**config.mk**
```make
export PLATFORM = sky130hd
export DESIGN_NAME = bp_gshare
export DESIGN_NICKNAME = d
export VERILOG_FILES = /design/src/rtl/bp_gshare.sv
export SDC_FILE = /design/constraint.sdc
export NUM_CORES = 2
export LEC_CHECK = 0
export BUFFER_PORTS_ARGS = -buffer_cell sky130_fd_sc_hd__buf_2
export CORE_MARGIN = 2
export CORE_UTILIZATION = 38
export DETAILED_ROUTE_END_ITERATION = 16
export PLACE_DENSITY = 0.57
export RECOVER_POWER = 50
export SLEW_MARGIN = 20
export SYNTH_ARGS = -nofsm -noshare
export SYNTH_HDL_FRONTEND = slang
export SYNTH_SLANG_ARGS = --single-unit
```
**constraint.sdc**
```tcl
create_clock -name clk -period 49.5 [get_ports clk]
set_input_delay 4.95 -clock clk [delete_from_list [all_inputs] [get_ports clk]]
set_output_delay 4.95 -clock clk [all_outputs]
set_load 0.02 [all_outputs]
```
**src/rtl/bp_gshare.sv**
```systemverilog
// rtl/bp_gshare.sv - saturating-counter branch predictor, gshare indexing when BP_HIST_EN is defined
module bp_gshare #(
    parameter int PC_W    = 14,
    parameter int IDX_W   = 10,
    parameter int CTR_W   = 2,
    parameter int HIST_W  = 8,
    parameter int FETCH_W = 2
) (
    input  logic               clk,
    input  logic               rstn,
    input  logic [PC_W-1:0]    r_pc,
    output logic [FETCH_W-1:0] is_taken,
    output logic [HIST_W-1:0]  r_ghr,
    output logic               ready,
    input  logic               is_b_ope,
    input  logic               is_branch,
    input  logic [PC_W-1:0]    w_pc,
    input  logic [HIST_W-1:0]  w_ghr
);
    localparam int DEPTH = 2**IDX_W;
    localparam logic [CTR_W-1:0] WEAK_NT = CTR_W'((1 << (CTR_W-1)) - 1);
    localparam logic [CTR_W-1:0] CTR_MAX = '1;

    typedef enum logic {INIT, RUN} state_t;

    state_t             state_q, state_d;
    logic [IDX_W-1:0]   ptr_q;
    logic [CTR_W-1:0]   table_q [DEPTH];
    logic               upd;
    logic [IDX_W-1:0]   hist_r, hist_w;
    logic [IDX_W-1:0]   idx_w;
    logic [CTR_W-1:0]   ctr_w, ctr_nxt;
    logic [IDX_W-1:0]   lane_idx [FETCH_W];

    // Only the low IDX_W bits of either PC reach the table; lane wrap is implicit modulo 2**IDX_W.
    wire unused_pc = ^{r_pc, w_pc};

    assign upd = is_b_ope & ready;

`ifdef BP_HIST_EN
    logic [HIST_W-1:0] ghr_q;

    always_ff @(posedge clk or negedge rstn) begin
        if (!rstn)
            ghr_q <= '0;
        else if (upd)
            ghr_q <= HIST_W'({ghr_q, is_branch});
    end

    assign r_ghr  = ghr_q;
    assign hist_r = IDX_W'(ghr_q);
    assign hist_w = IDX_W'(w_ghr);
`else
    wire unused_w_ghr = ^w_ghr;

    assign r_ghr  = '0;
    assign hist_r = '0;
    assign hist_w = '0;
`endif

    always_ff @(posedge clk or negedge rstn) begin
        if (!rstn) begin
            state_q <= INIT;
            ptr_q   <= '0;
        end else begin
            state_q <= state_d;
            if (state_q == INIT)
                ptr_q <= ptr_q + IDX_W'(1);
        end
    end

    always_comb begin
        state_d = state_q;
        if (state_q == INIT && (&ptr_q))
            state_d = RUN;
    end

    always_comb begin
        ready = (state_q == RUN);
    end

    assign idx_w = w_pc[IDX_W-1:0] ^ hist_w;
    assign ctr_w = table_q[idx_w];

    always_comb begin
        ctr_nxt = ctr_w;
        if (is_branch) begin
            if (ctr_w != CTR_MAX)
                ctr_nxt = ctr_w + CTR_W'(1);
        end else begin
            if (ctr_w != '0)
                ctr_nxt = ctr_w - CTR_W'(1);
        end
    end

    // The sweep owns the table until RUN; resolved branches are dropped until then.
    always_ff @(posedge clk) begin
        if (state_q == INIT)
            table_q[ptr_q] <= WEAK_NT;
        else if (upd)
            table_q[idx_w] <= ctr_nxt;
    end

    always_comb begin
        lane_idx = '{default: '0};
        is_taken = '0;
        for (int i = 0; i < FETCH_W; i++) begin
            lane_idx[i] = (r_pc[IDX_W-1:0] + IDX_W'(i)) ^ hist_r;
            is_taken[i] = ready & table_q[lane_idx[i]][CTR_W-1];
        end
    end
endmodule

```
==> results.md <==
- Status: finished, violations left
- Failing checks: capacitance limit, slew limit
- Routed len/inst: roughly 36 um
- Hold WC Path Type: reg2reg
- Commonest non-fill, non-tap cells in the layout: 2048 x edfxtp_1, 1127 x mux4_2, 1088 x nor2_1, 221 x clkbuf_16, 182 x mux2i_1
- Sink Count: between 2000 and 2500
- H-tree lvl count: 4
- Largest net degree at the start of global routing: approximately 250
- Worst Skew: between 0.06 and 0.07 ns
- #FFs+latches synth: 2059
- Pint: slightly below 0.003 W
- Hold_buf cts: 0
- Starting density of the core: 38.1%
- Max Slew Vio Count: between 1000 and 1500
- Leak Pwr: between 30 and 40 nW
- R2R Path End: table_q[252][0]
- Worst r2r src: ready
- Final nets: 5723
- Crit share post-route: 39.7%
- Routed wl met2: roughly 160 mm
- Final setup fails: 0
- Final min period: 19.67 ns
- Delay-heaviest family, CP: buffers and inverters
- Ports: slightly above 50
- Max-cap viol count: 46
- IO buf count: 26
- Power density cells: roughly 34 nW/um^2
- DRC: 0
- Setup repair bufs after CTS: 0
- Clock Latency Late Sink: 0.91 ns
- Die width: ~520 um
- Hold path depth: 1
- Largest stage delay, worst path: 4.44 ns
- Antenna violations before repair: 29
- CTS tree: yes
- Post-synth EDFFs: 2048
- Vias in the first global route: approximately 61000
- Clock Tree Root: clkbuf_16
- RePlAce Congestion: approximately 0.84
- Asr flop ratio synth: 0.534%
- Top layer in use: met5
- Dpl hpwl: roughly 200 mm
- Unrepaired setup endpoints after global routing: false
- Die Ht: between 500 and 600 um
- Clk slew on worst S/H paths: 0.06 ns
- Die area: 269000 um^2
- Fin. Hold Viols: 0
- Most common cell after layout, fill and taps aside: edfxtp_1
- R2R depth: 7
- Synthesized area: 101000 um^2
- CP bufs+invs: 6
- Yosys warnings: 0
- Worst Tran Pin Value: 6.15 ns
- Wire length of the first global-routing pass: 479 mm
- Gate power share: roughly 5%
- Cell taking the most area after synthesis: edfxtp_1
- Slew HR: -310%
- WP data arrival: 20.17 ns
- Detailed-route via count: 61300
- Endpoint class of the critical path: flop
- VDD IR-drop max: a little under 40 uV
- Post-cts sizing count: 0
- Share of cells above drive strength 1: about 28%
- Share of total power in sequential cells: around half
- Antenna-violating nets left: 0
- Psw: approximately 0.00086 W
- Final setup TNS: 0 ns
- Pre-Repair DR Iteration Count: 6
- Synth cell types: 73
- DRT iter0 DRCs: ~9000
- Seq/Total Area, Yosys: around three fifths
- WHS Endpoint: ptr_q[9]
- CP max FO: ~240
- Synth top area share: 61.0%
- Switching Share: about 23%
- CP max stage cell: clkbuf_1
- Crit Path Category: in2reg
- Metal-1 WL: between 100 and 150 mm
- Hold wc startpoint: ptr_q[9]
- Worst path cell trace: clkbuf_1, clkbuf_1, nor2b_2, buf_4, a22oi_1, a21oi_1, or4_1, a221oi_1, or3_1, a221oi_1, o21ai_0, a21oi_4, buf_4, buf_12, buf_12
- Reg2Reg Setup Slack: roughly 42 ns
- Row cnt: 189
- Syn Area/Cell: around 17 um^2
- Gr usage total: between 20% and 30%
- Worst Setup Start Kind: input pin
- Num CTS Buffers: approximately 220
- Drt via density: between 6 and 7
- Wire length on met3: between 30 and 40 mm
- Synth area leaders: edfxtp_1 61%, mux4_2 25%, nor2_1 4.1%
- Cell count after synthesis: roughly 6000
- # fillers: 23400
- P&R area growth vs syn: 10.7%
- Core Region: 265000 um^2
- Maximum buffer depth of the clock tree: 3
- Hold WS: 0.533 ns
- Clock share of power: a little under half
- Req. time, crit path: approximately 50 ns
- Routed WL: around 340 mm
- Peak Freq: between 50 and 60 MHz
- Total grt overflow: 0
- Top_reg_cell synth: edfxtp_1
==> power groups by stage <==
stage	clock network (W)	logic (W)	registers [W]
after floorplan	0	0.000124	0.00192
after global placement	0	0.000190	0.00192
after detailed placement	0	0.000191	0.00192
after CTS	0.00173	0.000191	0.00189
after global routing	0.00180	0.000198	0.00189
final	0.00171	0.000192	0.00189
==> kinds of logic after synthesis <==
kind of cell	count (synthesis)	share of synthesized area (%)
XOR/XNOR	20	0.174
adder cells (fa/ha/maj)	2	0.0248
AND/OR/NAND/NOR	1488	5.96
other	1	0.00372
flip-flops	2059	61.3
multiplexers	1324	27.1
AO/OA/AOI/OAI	380	2.61
buffers and inverters	571	2.82
==> cell type report <==
| cell class | instances | area [um^2] | share of cell area [%] |
|---|---|---|---|
| multi-input cells | 3222 | 36500 | 32.7 |
| clock inverters | 163 | 1800 | 1.61 |
| flip-flops and latches | 2059 | 61800 | 55.4 |
| well taps | 3533 | 4420 | 3.96 |
| diodes | 16 | 40.0 | 0.0359 |
| repair buffers | 168 | 1320 | 1.18 |
| clock buffers | 254 | 5660 | 5.08 |
| inverters | 11 | 48.8 | 0.0437 |
==> state kept, by name (all words and copies together), names as in the netlist <==
register  cells
table_q    2048
ptr_q        10
ready         1
==> per-stage QoR <==
step                util, %  total power [W]  worst slack, ns  instance area, um^2  cells
CTS                    42.3          0.00381            33.80               112000   9408
global route           42.2          0.00388            29.74               112000   9414
detailed placement     39.5          0.00211            33.79               104000   8991
finish                 42.2          0.00379            29.83               112000   9426
global placement       39.4          0.00211            33.83               104000   8991
floorplan                 -          0.00205             9.21               101000   5852
==> routing by layer <==
layer,vias to the layer above,track usage [%]
met2,3787,39.5
met1,33100,33.7
met5,-,0
met3,709,5.77
met4,12,10.7
li1,23700,-
==> cell usage after synthesis (11+ instances only) <==
master    number
dfrtp_1       11
mux2i_1      182
mux4_2      1127
o22ai_1       55
nand2b_1      19
nor2b_1       15
buf_6         38
buf_8         13
a22oi_1       42
a21oi_1       58
buf_1         45
buf_4         27
clkbuf_1     325
buf_2        110
o221ai_1      53
nand2_1      200
and3_1        18
nand3_1       49
xnor2_1       11
a31oi_1       26
edfxtp_1    2048
nor2_1      1090
o21ai_0       47
mux2_2        15
nor3_1        36
and2_1        11
nand4_1       12
==> how the worst max path moves through the flow <==
stage,from,end,cells after the start
2_1_floorplan,w_pc[0],table_q[0][1],15
3_3_place_gp,r_pc[0],is_taken[1],13
3_5_place_dp,r_pc[0],is_taken[0],11
4_1_cts,r_pc[0],is_taken[0],11
5_1_grt,w_pc[2],table_q[358][1],15
6_report,w_pc[2],table_q[325][1],15
(Power assumes the default switching activity.)
